### src/rtl/macc_pass_sequencer.sv
`default_nettype none
// ============================================================================
// Module   : macc_pass_sequencer
// Purpose  : Issues operand sets to a parallel MACC array over a multi-pass job
//            and accumulates each lane's results into one job output.
//            Optional macro MACC_SEQ_SATURATE_EN: saturating lane accumulation.
// Revision : 1.0
// ============================================================================
module macc_pass_sequencer #(
    parameter int NUM_MACC   = 5,
    parameter int MACC_WIDTH = 20,
    parameter int ACC_WIDTH  = 28,
    parameter int PASS_WIDTH = 8
) (
    input  logic                           clk,
    input  logic                           rst_n,
    input  logic                           i_start,
    input  logic [PASS_WIDTH-1:0]          i_num_passes,
    output logic                           o_busy,
    input  logic                           i_src_valid,
    output logic                           o_src_ready,
    output logic                           o_macc_valid,
    input  logic                           i_macc_valid,
    input  logic [MACC_WIDTH*NUM_MACC-1:0] i_macc_data,
    output logic [ACC_WIDTH*NUM_MACC-1:0]  o_data,
    output logic                           o_valid,
    input  logic                           i_ready
);

    typedef enum logic [1:0] {
        S_IDLE   = 2'd0,
        S_ISSUE  = 2'd1,
        S_DRAIN  = 2'd2,
        S_OUTPUT = 2'd3
    } state_t;

    localparam logic [PASS_WIDTH:0] c_cnt_one = 1;

    state_t                r_state;
    state_t                w_state_nxt;
    logic [PASS_WIDTH-1:0] r_passes;
    logic [PASS_WIDTH-1:0] r_issued;
    logic [PASS_WIDTH-1:0] r_received;
    logic [PASS_WIDTH:0]   w_issued_inc;
    logic [PASS_WIDTH:0]   w_received_inc;
    logic                  w_start_ok;
    logic                  w_src_ready;
    logic                  w_xfer;
    logic                  w_rx;
    logic                  w_first;
    logic                  w_last_issue;
    logic                  w_last_rx;

    assign w_start_ok     = (r_state == S_IDLE) && i_start && (i_num_passes != '0);
    assign w_src_ready    = (r_state == S_ISSUE) && (r_issued < r_passes);
    assign w_xfer         = w_src_ready && i_src_valid;
    assign w_rx           = i_macc_valid && ((r_state == S_ISSUE) || (r_state == S_DRAIN));
    assign w_first        = (r_received == '0);
    assign w_issued_inc   = {1'b0, r_issued} + c_cnt_one;
    assign w_received_inc = {1'b0, r_received} + c_cnt_one;
    assign w_last_issue   = (w_issued_inc == {1'b0, r_passes});
    assign w_last_rx      = (w_received_inc == {1'b0, r_passes});

    always_ff @(posedge clk) begin
        if (!rst_n) begin
            r_state <= S_IDLE;
        end else begin
            r_state <= w_state_nxt;
        end
    end

    // A final result arriving while still in ISSUE goes straight to OUTPUT.
    always_comb begin
        w_state_nxt  = r_state;
        o_busy       = 1'b0;
        o_src_ready  = 1'b0;
        o_macc_valid = 1'b0;
        o_valid      = 1'b0;
        case (r_state)
            S_IDLE: begin
                if (w_start_ok) w_state_nxt = S_ISSUE;
            end
            S_ISSUE: begin
                o_busy       = 1'b1;
                o_src_ready  = w_src_ready;
                o_macc_valid = w_xfer;
                if (w_rx && w_last_rx)
                    w_state_nxt = S_OUTPUT;
                else if (w_xfer && w_last_issue)
                    w_state_nxt = S_DRAIN;
            end
            S_DRAIN: begin
                o_busy = 1'b1;
                if (w_rx && w_last_rx) w_state_nxt = S_OUTPUT;
            end
            S_OUTPUT: begin
                o_busy  = 1'b1;
                o_valid = 1'b1;
                if (i_ready) w_state_nxt = S_IDLE;
            end
            default: w_state_nxt = S_IDLE;
        endcase
    end

    always_ff @(posedge clk) begin
        if (!rst_n) begin
            r_passes   <= '0;
            r_issued   <= '0;
            r_received <= '0;
        end else if (w_start_ok) begin
            r_passes   <= i_num_passes;
            r_issued   <= '0;
            r_received <= '0;
        end else begin
            if (w_xfer) r_issued   <= w_issued_inc[PASS_WIDTH-1:0];
            if (w_rx)   r_received <= w_received_inc[PASS_WIDTH-1:0];
        end
    end

`ifdef MACC_SEQ_SATURATE_EN
    localparam logic [ACC_WIDTH-1:0] c_acc_max = {1'b0, {(ACC_WIDTH-1){1'b1}}};
    localparam logic [ACC_WIDTH-1:0] c_acc_min = {1'b1, {(ACC_WIDTH-1){1'b0}}};
`endif

    for (genvar k = 0; k < NUM_MACC; k++) begin : g_lane
        logic signed [MACC_WIDTH-1:0] w_lane_in;
        logic signed [ACC_WIDTH-1:0]  w_lane_ext;
        logic signed [ACC_WIDTH-1:0]  w_acc_add;
        logic signed [ACC_WIDTH-1:0]  r_acc;

        assign w_lane_in  = i_macc_data[k*MACC_WIDTH +: MACC_WIDTH];
        assign w_lane_ext = ACC_WIDTH'(w_lane_in);

`ifdef MACC_SEQ_SATURATE_EN
        logic signed [ACC_WIDTH:0] w_sum;
        assign w_sum = (ACC_WIDTH+1)'(r_acc) + (ACC_WIDTH+1)'(w_lane_ext);
        // Overflow shows as the guard bit disagreeing with the result sign.
        always_comb begin
            w_acc_add = w_sum[ACC_WIDTH-1:0];
            if (w_sum[ACC_WIDTH] != w_sum[ACC_WIDTH-1])
                w_acc_add = w_sum[ACC_WIDTH] ? c_acc_min : c_acc_max;
        end
`else
        assign w_acc_add = r_acc + w_lane_ext;
`endif

        always_ff @(posedge clk) begin
            if (!rst_n) begin
                r_acc <= '0;
            end else if (w_rx) begin
                r_acc <= w_first ? w_lane_ext : w_acc_add;
            end
        end

        assign o_data[k*ACC_WIDTH +: ACC_WIDTH] = r_acc;
    end

endmodule
`default_nettype wire

### config.mk
export PLATFORM = sky130hd
export DESIGN_NAME = macc_pass_sequencer
export DESIGN_NICKNAME = d
export VERILOG_FILES = /design/src/rtl/macc_pass_sequencer.sv
export SDC_FILE = /design/constraint.sdc
export NUM_CORES = 1
export LEC_CHECK = 0
export BUFFER_PORTS_ARGS = -buffer_cell sky130_fd_sc_hd__buf_2
export CORE_MARGIN = 4
export CORE_UTILIZATION = 50
export DETAILED_ROUTE_END_ITERATION = 8
export PLACE_DENSITY_LB_ADDON = 0.05
export SYNTH_ARGS = -nofsm -noshare
export SYNTH_HDL_FRONTEND = slang
export SYNTH_SLANG_ARGS = --single-unit
### constraint.sdc
create_clock -name clk -period 8.9 [get_ports clk]
set_clock_uncertainty 0.1 [all_clocks]
set_input_delay 2.225 -clock clk [delete_from_list [all_inputs] [get_ports clk]]
set_output_delay 2.225 -clock clk [all_outputs]
set_load 0.05 [all_outputs]
==> metrics.cfg, run 1 <==
[detailed_routing]
antenna_left=0
maxUsedRoutingLayer=met5
drc=0
drt-initial-drc-count=905
via_per_inst=5.89
detail_route.wirelength_mm=41.7
wl_met3_mm=2.39
met2_length_mm=19.2
wl_met1_mm=19.6
avgRoutedWirePerCell_um=16.9
vias=14500
dr.pass1.iters=5

[global_routing]
track_usage=0.260
grt_max_degree=87
antenna_found_initial=3
grt_pass1_wl_mm=68.5
grt_pass1_vias=13800
overflow=0

[worst_setup_path]
worstPathRequired_ns=6.58
reg2reg_from=r_received[0]$_SDFFE_PP0P_
slowest_stage=buf_2
cp_common_cell=buf_2
cp_data_arrival_time_ns=3.27
slowest_delay_ns=0.32
reg2reg_to=g_lane[3].r_acc[25]$_SDFFE_PN0P_
end_kind=primary output
cp-endpoint=o_macc_valid
crit_start=i_src_valid
crit_type=primary input to primary output
start_kind=primary input
r2r_cells=9
reg2reg_setup_slack_ns=5.39
worstPathCellList=buf_2 -> inv_1 -> nor3_1 -> o211ai_1 -> nand2_1 -> buf_2
crit_path_max_fanout=8

[power]
p_sw_frac=0.533
clkPwrFrac=0.141
p_leak_nw=7.53
power_frac_seq=0.219
vdd_drop_max_uv=160
comb_power_share=0.640
cell_internal_pwr_mw=2.48
p_per_area_mw_per_mm2=325
power_switching_mw=2.83

[synth]
yosysTopAreaCellShare=0.233
ys_ff_latch=166
synth.distinct_cells=85
synth_edf_count=0
synth_area_mm2=0.0143
postSynthNetCount=2157
synthCells=1887
syn_area_per_cell_um2=7.57
yosysSeqAreaShare=0.233
ys.flop_type=dfxtp_1
synth-async-reset-ratio=0
synth_area_leaders=dfxtp_1, ha_1, a21oi_1, nand2_1, xnor2_1
yosysTopAreaCell=dfxtp_1
yosysMostFrequentCell=nand2_1
yosys-top-cells-count=nand2_1, a21oi_1, nor2_1
yosysWarnings=0

[run_status]
status=finished, final reports clean

[clocking]
cts_resized=0
holdBufCountCts=0
clock_latency_ns=0.44
htree_levels=4
clockBufferDepth=2
clkTransAtPathRegs_ns=0.08
clock-root-buffer=clkbuf_16
cts_tree=built
post_cts_buffers=0
cts_buffers=17
cts_sinks=166

[timing]
final-setup-viol-count=0
slew_headroom=0.259
drv_slew=0
post-route-period-util=0.629
fin_setup_tns_ns=0
hold_viol=0
rsz0062_at_grt=false
clock.fmax_mhz=179
worst_pin_slew_ns=1.11
finalCriticalPeriod_ns=5.60

[place]
dp.cells=2434
place_hpwl_mm=29.8
io_buffer_count=257
gp_congestion=0.882

[floorplan]
start_util=0.510
fp.dieH_um=177
placementRows=61
die_w_um=177
core_mm2=0.0280
ios=258
dieArea_mm2=0.0313

[hold_path]
min-delay-path-class=register to register

[final_layout]
fin_cells=2467
layout-drive-gt1-share=0.161
finish.utilization=0.583
fin_nets=2345
synthToLayoutAreaGrowth_pct=14.2

[job]
maxCapViolCount=0

[state kept, by name, indices dropped and copies added (netlist names)]
signal,count
r_state,2
g_lane.r_acc,140
r_passes,8
r_received,8
r_issued,8
[power by group through the flow]
stage	clock (mW)	combinational (mW)	sequential [mW]
floorplan	0	1.96	1.86
finish	0.750	3.40	1.16
global placement	0	3.35	1.17
global route	0.796	3.74	1.19
detailed placement	0	3.38	1.17
CTS	0.768	3.40	1.16
[layout by cell type (no fill, tap or decap), types with 9 or more instances in the layout]
cell type and count:
o21bai_1 17, nand3_1 54, o21ai_1 17, ha_1 151
o21a_1 19, buf_4 9, inv_1 54, nor3_1 35
o21ai_0 118, nand2b_1 19, xor2_1 40, nand2_1 225
or3_1 12, buf_2 257, mux2i_1 14, xnor2_1 89
clkbuf_16 17, dfxtp_1 166, a311oi_1 51, and3_1 13
nand4_1 19, a21o_1 68, a31oi_1 35, o211ai_1 19
a211oi_1 31, nor2b_1 10, a21oi_1 198, nor2_1 174
[cell type report]
cell class / instances / area (um2)
Inverter: 55 / 208
Antenna cell: 1 / 2.50
Sequential cell: 166 / 3320
Fill cell: 2730 / 11700
Multi-Input combinational cell: 1569 / 10400
Clock buffer: 20 / 447
Clock inverter: 12 / 120
Tap cell: 378 / 473
Timing Repair Buffer: 266 / 1350
[worst min path at each step]
stage	from	end	slack, ns	depth (start not counted)
final	g_lane[0].r_acc[2]$_SDFFE_PN0P_	g_lane[0].r_acc[2]$_SDFFE_PN0P_	0.37	2
after global routing	g_lane[3].r_acc[2]$_SDFFE_PN0P_	g_lane[3].r_acc[2]$_SDFFE_PN0P_	0.40	2
after CTS	g_lane[4].r_acc[2]$_SDFFE_PN0P_	g_lane[4].r_acc[2]$_SDFFE_PN0P_	0.38	2
after detailed placement	g_lane[4].r_acc[2]$_SDFFE_PN0P_	g_lane[4].r_acc[2]$_SDFFE_PN0P_	0.37	2
after global placement	g_lane[0].r_acc[2]$_SDFFE_PN0P_	g_lane[0].r_acc[2]$_SDFFE_PN0P_	0.36	2
after floorplan	r_issued[1]$_SDFFE_PP0P_	r_issued[1]$_SDFFE_PP0P_	0.38	2
[per-layer routing]
metal	track usage	up-vias
li1	-	7307
met1	0.348	6848
met2	0.432	332
met3	0.0564	38
met4	0.0564	6
met5	0	-
[critical path: cells and delay by family]
| family | cells | cell delay, ns |
|---|---|---|
| AO/OA/AOI/OAI | 1 | 0.17 |
| AND/OR/NAND/NOR | 2 | 0.44 |
| buffers and inverters | 3 | 0.44 |
[stage by stage]
| step | total power, mW | instance area (um2) | setup slack (ns) | hold WS [ns] |
|---|---|---|---|---|
| after floorplan | 3.82 | 14300 | 3.53 | 0.377 |
| after global placement | 4.52 | 15800 | 3.36 | 0.359 |
| after detailed placement | 4.55 | 15800 | 3.30 | 0.366 |
| after CTS | 5.33 | 16300 | 3.29 | 0.376 |
| after global routing | 5.73 | 16300 | 3.14 | 0.401 |
| final | 5.31 | 16300 | 3.30 | 0.374 |
[cell families after synthesis]
| logic type | after synthesis | synth area share |
|---|---|---|
| compound gates | 654 | 0.300 |
| simple gates | 611 | 0.194 |
| flops | 166 | 0.233 |
| fa+ha+maj | 156 | 0.139 |
| buf+inv | 152 | 0.0415 |
| xor+xnor | 129 | 0.0791 |
| mux | 19 | 0.0137 |
Power figures use the tool's default switching activity.
==> inputs of run 2 (changes only) <==
--- a/config.mk
+++ b/config.mk
@@ -5,6 +5,7 @@
 export SDC_FILE = /design/constraint.sdc
 export NUM_CORES = 1
 export LEC_CHECK = 0
+export ABC_AREA = 1
 export BUFFER_PORTS_ARGS = -buffer_cell sky130_fd_sc_hd__buf_2
 export CORE_MARGIN = 4
 export CORE_UTILIZATION = 50
==> constraint.sdc (replaced) <==
create_clock -name clk -period 5.5 [get_ports clk]
set_clock_uncertainty 0.1 [all_clocks]
set_input_delay 1.375 -clock clk [delete_from_list [all_inputs] [get_ports clk]]
set_output_delay 1.375 -clock clk [all_outputs]
set_load 0.05 [all_outputs]
==> run 2 against run 1 <==
Effect of this change: total power increased by 110%; clock-buffer cell count decreased by 2; synthesized area increased by 11%; non-clock buffer count increased by 2; die area increased by 11%; worst hold slack improved by 0.011 ns; final area increased by 10%; combinational power increased by 130%; critical endpoint unchanged; largest cell class unchanged; largest power group unchanged; highest routed layer is now met4.
==> metrics.cfg, run 2 <==
[worst_setup_path]
crit_type=register to primary output
cp_data_arrival_time_ns=2.29  ; -0.98 ns
end_kind=primary output
start_kind=register
worstPathRequired_ns=4.03  ; -2.55 ns
crit_path_max_fanout=15  ; +7
reg2reg_setup_slack_ns=2.02  ; -3.37 ns

[synth]
postSynthNetCount=2890  ; +34%
yosys-top-cells-count=nand2_1, a21oi_1, nor2_1
synth.distinct_cells=47  ; -45%
yosysWarnings=0  ; unchanged
synth_edf_count=0  ; unchanged
yosysTopAreaCell=dfxtp_1
yosysTopAreaCellShare=0.209  ; -0.0235
syn_area_per_cell_um2=6.07  ; -20%
synth_area_leaders=dfxtp_1, nand2_1, ha_1, a21oi_1, nor2_1
ys.flop_type=dfxtp_1
synthCells=2620  ; +39%
yosysSeqAreaShare=0.209  ; -0.0235
yosysMostFrequentCell=nand2_1
synth-async-reset-ratio=0  ; unchanged
ys_ff_latch=166  ; unchanged
synth_area_mm2=0.0159  ; +11%

[detailed_routing]
wl_met1_mm=25.7  ; +31%
drc=0  ; unchanged
maxUsedRoutingLayer=met4
detail_route.wirelength_mm=54.7  ; +31%
drt-initial-drc-count=1455  ; +61%
antenna_left=0  ; unchanged
wl_met3_mm=4.75  ; +99%
dr.pass1.iters=5  ; unchanged
via_per_inst=5.71  ; -3.1%
avgRoutedWirePerCell_um=16.8  ; -0.40%
met2_length_mm=23.0  ; +20%
vias=18500  ; +28%

[clocking]
clockBufferDepth=2  ; unchanged
clkTransAtPathRegs_ns=0.07  ; about the same
cts_resized=0  ; unchanged
htree_levels=4  ; unchanged
cts_sinks=166  ; unchanged
clock-root-buffer=clkbuf_16
cts_buffers=17  ; unchanged
clock_latency_ns=0.46  ; +0.02 ns
holdBufCountCts=0  ; unchanged
post_cts_buffers=0  ; unchanged
cts_tree=built

[global_routing]
track_usage=0.305  ; +0.0447
grt_max_degree=88  ; +1.1%
antenna_found_initial=2  ; -1
grt_pass1_wl_mm=86.1  ; +26%
grt_pass1_vias=16900  ; +22%
overflow=0  ; unchanged

[floorplan]
fp.dieH_um=186  ; +5.2%
placementRows=65  ; +6.6%
ios=258  ; unchanged
dieArea_mm2=0.0347  ; +11%
start_util=0.505  ; -0.00508
core_mm2=0.0315  ; +12%
die_w_um=186  ; +5.2%

[final_layout]
fin_area_mm2=0.0180  ; +10%
finish.utilization=0.573  ; -0.00997
mostFrequentLayoutCells=nand2_1, a21oi_1, nor2_1
layout_commonest_cell=nand2_1
fin_nets=3101  ; +32%
largest_register=g_lane.r_acc
largest_reg_flops=140  ; unchanged
synthToLayoutAreaGrowth_pct=13.4
layout-drive-gt1-share=0.123  ; -0.0382

[power]
p_per_area_mw_per_mm2=613  ; +88%
vdd_drop_max_uv=390  ; +140%
p_leak_nw=9.07  ; +20%

[timing]
drv_slew=0  ; unchanged
final-setup-viol-count=0  ; unchanged
hold_viol=0  ; unchanged
finalCriticalPeriod_ns=3.77
worst_pin_slew_ns=1.01  ; -0.0986 ns
rsz0062_at_grt=false
setup_slack_ns=1.73  ; -1.57 ns
clock.fmax_mhz=266
post-route-period-util=0.685
slew_headroom=0.325  ; +0.0657
fin_setup_tns_ns=0  ; unchanged

[place]
dpl_worst_slack_ns=1.78  ; -1.51 ns
io_buffer_count=257  ; unchanged
place_hpwl_mm=42.0  ; +41%
gp_congestion=0.976  ; +11%
dpl_cell_area_mm2=0.0175  ; +11%

[run_status]
status=finished, final reports clean

[hold_path]
min-delay-path-class=register to register

[job]
maxCapViolCount=0  ; unchanged

run 2: area by class of cell:
type / count / area [um2]
fill: 3243 / 13400
clock inverter: 14 / 125
clock buffer: 18 / 439
antenna: 2 / 5.00
tap: 402 / 503
timing repair buffer: 268 / 1380
sequential: 166 / 3320
inverter: 261 / 982
multi-input combinational: 2117 / 11300
run 2: final timing paths:
kind                                   startpoint                          endpoint  cells after the start
hold reg to reg   g_lane[0].r_acc[9]$_SDFFE_PN0P_   g_lane[0].r_acc[9]$_SDFFE_PN0P_                      2
setup reg to reg       r_received[0]$_SDFFE_PP0P_  g_lane[3].r_acc[20]$_SDFFE_PN0P_                      8
setup / recovery         r_passes[3]$_SDFFE_PN0P_                      o_macc_valid                      9
hold / removal    g_lane[0].r_acc[9]$_SDFFE_PN0P_   g_lane[0].r_acc[9]$_SDFFE_PN0P_                      2
run 2: logic make-up after synthesis:
family	synth area share
and+or+nand+nor	0.340
xor gates and xnor gates	0.0259
adders and majority gates	0.125
DFF	0.209
buffers and inverters	0.0831
AOI/OAI and AO/OA	0.217
run 2: routing by layer:
metal | vias up | GRT usage
met4 | 0 | 0.0886
met5 | - | 0
met1 | 8446 | 0.441
li1 | 9243 | -
met2 | 760 | 0.463
met3 | 90 | 0.0562
run 2: per-stage QoR:
stage	hold WS [ns]	total power, mW	instances
detailed placement	0.376	9.76	3214
floorplan	0.385	7.78	2620
global route	0.410	12.0	3248
global placement	0.369	9.67	3214
CTS	0.388	11.0	3246
finish	0.385	11.1	3248
run 2: report_power, final:
group / switching (mW) / internal (mW) / leakage [nW]
Combinational: 5.61 / 2.18 / 7.44
Sequential: 0.438 / 1.63 / 1.36
Clock: 0.559 / 0.638 / 0.273
Total: 6.60 / 4.45 / 9.07
run 2: worst max-delay path, stage by stage, from the launching register on:
cell and delay, ns:
dfxtp_1 0.40, inv_1 0.13, ha_1 0.33, a21oi_1 0.14, o21ai_0 0.09, nand2_1 0.06, nand3_1 0.08, nor2_1 0.11
buf_4 0.20, buf_2 0.28
==> inputs of run 3 (changes only) <==
--- a/config.mk
+++ b/config.mk
@@ -5,7 +5,7 @@
 export SDC_FILE = /design/constraint.sdc
 export NUM_CORES = 1
 export LEC_CHECK = 0
-export ABC_AREA = 1
+export ABC_AREA = 0
 export BUFFER_PORTS_ARGS = -buffer_cell sky130_fd_sc_hd__buf_2
 export CORE_MARGIN = 4
 export CORE_UTILIZATION = 50
==> constraint.sdc (replaced) <==
create_clock -name clk -period 3.1 [get_ports clk]
set_clock_uncertainty 0.1 [all_clocks]
set_input_delay 0.775 -clock clk [delete_from_list [all_inputs] [get_ports clk]]
set_output_delay 0.775 -clock clk [all_outputs]
set_load 0.05 [all_outputs]
==> run 3 against run 2 <==
Effect of this change: the flow now finishes with violations (setup timing); non-clock buffer count increased by 186; via count is 17% lower; clock-buffer cell count up 1.
==> metrics.cfg, run 3 (synthesized netlist as in run 1, its figures left out) <==
[power]
p_leak_nw=8.53  ; -5.9%
p_per_area_mw_per_mm2=925  ; +51%
vdd_drop_max_uv=529  ; +36%

[timing]
post-route-period-util=1.01
finalCriticalPeriod_ns=3.14
hold_viol=0  ; unchanged
slew_headroom=0.454  ; +0.129
setup_slack_ns=-0.0373  ; -1.77 ns
clock.fmax_mhz=319
rsz0062_at_grt=true
worst_pin_slew_ns=0.819  ; -0.194 ns
final-setup-viol-count=2  ; +2
drv_slew=0  ; unchanged

[place]
io_buffer_count=257  ; unchanged
gp_congestion=0.893  ; -8.5%
dp.cells=2618  ; -19%
dpl_cell_area_mm2=0.0172  ; -1.2%
place_hpwl_mm=32.8  ; -22%

[worst_setup_path]
end_kind=register
crit_path_max_fanout=3  ; -12
worst-path-buf-inv=2  ; -1
reg2reg_setup_slack_ns=0.02  ; -2.00 ns
slowest_delay_ns=0.42  ; +0.02 ns
cp-endpoint=g_lane[2].r_acc[22]$_SDFFE_PN0P_
r2r_cells=12  ; +4
worstPathRequired_ns=3.33  ; -0.70 ns
reg2reg_to=g_lane[2].r_acc[22]$_SDFFE_PN0P_
reg2reg_from=g_lane[2].r_acc[0]$_SDFFE_PN0P_
critical_path.top_delay_family=compound AO/OA/AOI/OAI gates
start_kind=primary input
slowest_stage=fa_2
crit_type=primary input to register
crit_start=i_macc_data[40]
worstPathCellList=buf_6 -> ha_4 -> fa_2 -> a211oi_4 -> o21ai_2 -> a2111oi_2 -> buf_4 -> nor3_4 -> o31ai_4 -> a21boi_2 -> a41oi_2 -> xor2_1 -> a21oi_1
path_depth=13  ; +4
cp_data_arrival_time_ns=3.37  ; +1.08 ns

[job]
maxCapViolCount=0  ; unchanged

[final_layout]
largest_register=g_lane.r_acc
synthToLayoutAreaGrowth_pct=25.7
largest_reg_flops=140  ; unchanged
fin_cells=2658  ; -18%
layout_commonest_cell=buf_2
layout-drive-gt1-share=0.240  ; +0.118
mostFrequentLayoutCells=buf_2, nand2_1, a21oi_1, buf_4, nor2_1
fin_area_mm2=0.0180  ; -0.35%
fin_nets=2533  ; -18%

[clocking]
cts_tree=built
clockBufferDepth=2  ; unchanged
clock-root-buffer=clkbuf_16
htree_levels=4  ; unchanged
clock_latency_ns=0.45  ; about the same
holdBufCountCts=0  ; unchanged
cts_sinks=166  ; unchanged
clkTransAtPathRegs_ns=0.08  ; about the same
cts_buffers=17  ; unchanged

[floorplan]
start_util=0.510  ; +0.00508
ios=258  ; unchanged
die_w_um=177  ; -5.0%
fp.dieH_um=177  ; -5.0%
placementRows=61  ; -6.2%
dieArea_mm2=0.0313  ; -9.7%
core_mm2=0.0280  ; -11%

[detailed_routing]
via_per_inst=5.77  ; +1.1%
drt-initial-drc-count=1041  ; -28%
avgRoutedWirePerCell_um=16.7  ; -0.88%
dr.pass1.iters=5  ; unchanged
detail_route.wirelength_mm=44.4  ; -19%
vias=15300  ; -17%
drc=0  ; unchanged
antenna_left=0  ; unchanged

[global_routing]
antenna_found_initial=11  ; +9
overflow=0  ; unchanged
grt_pass1_wl_mm=72.1  ; -16%
grt_max_degree=82  ; -6.8%
track_usage=0.275  ; -0.0297
grt_pass1_vias=14700  ; -13%

[run_status]
status=finished, violations left
violations=setup timing

[hold_path]
min-delay-path-class=register to register

[run 3: what timing repair did]
| action | CTS | global route |
|---|---|---|
| endpoints found under the setup margin | 2 | 10 |
| pin swaps | 0 | 26 |
| endpoints found under the hold margin | 0 | 0 |
| resized for setup | 9 | 17 |
| buffers inserted | 1 | 3 |
[run 3: worst register-to-register path, cell delays in order, from the launching register on]
cell       delay, ns
dfxtp_1         0.35
ha_4            0.17
fa_2            0.42
a211oi_4        0.27
o21ai_2         0.09
a2111oi_2       0.36
buf_4           0.19
nor3_4          0.05
o31ai_4         0.37
a21boi_2        0.14
a41oi_2         0.21
xor2_1          0.15
a21oi_1         0.08
[run 3: worst min-delay path by stage]
stage,cells past startpoint,end,start
finish,2,g_lane[2].r_acc[2]$_SDFFE_PN0P_,g_lane[2].r_acc[2]$_SDFFE_PN0P_
global route,2,g_lane[2].r_acc[2]$_SDFFE_PN0P_,g_lane[2].r_acc[2]$_SDFFE_PN0P_
CTS,2,g_lane[2].r_acc[2]$_SDFFE_PN0P_,g_lane[2].r_acc[2]$_SDFFE_PN0P_
detailed placement,2,g_lane[2].r_acc[2]$_SDFFE_PN0P_,g_lane[2].r_acc[2]$_SDFFE_PN0P_
global placement,2,g_lane[2].r_acc[2]$_SDFFE_PN0P_,g_lane[2].r_acc[2]$_SDFFE_PN0P_
floorplan,2,r_issued[1]$_SDFFE_PP0P_,r_issued[1]$_SDFFE_PP0P_
[run 3: final cells by class]
| type | count | area [um2] |
|---|---|---|
| multi-input combinational | 1569 | 10500 |
| fill | 2545 | 10000 |
| sequential | 166 | 3330 |
| timing repair buffer | 454 | 2870 |
| tap | 378 | 473 |
| clock buffer | 19 | 453 |
| inverter | 55 | 208 |
| clock inverter | 13 | 143 |
| antenna | 4 | 10.0 |
[run 3: metal layers]
metal	track usage	part of all wire
met4	0.0832	0.022
met3	0.0634	0.062
met5	0	0.0020
met2	0.461	0.46
met1	0.353	0.45
[run 3: power by group]
| part | switching (mW) | internal (mW) |
|---|---|---|
| logic | 6.89 | 4.11 |
| registers | 0.562 | 2.78 |
| clock network | 1.04 | 1.24 |
| total | 8.49 | 8.13 |
[run 3: stage by stage]
| stage | hold WS (ns) | util | power [mW] | setup TNS [ns] | setup WS [ns] |
|---|---|---|---|---|---|
| after global placement | 0.362 | 0.615 | 14.0 | -6.98 | -0.395 |
| final | 0.376 | 0.641 | 16.6 | -0.0666 | -0.0373 |
| after floorplan | 0.377 | - | 11.0 | 0 | 0.00587 |
| after detailed placement | 0.366 | 0.615 | 14.2 | -8.45 | -0.421 |
| after global routing | 0.399 | 0.641 | 17.8 | -0.555 | -0.169 |
| after CTS | 0.378 | 0.638 | 16.6 | 0 | 0.0152 |
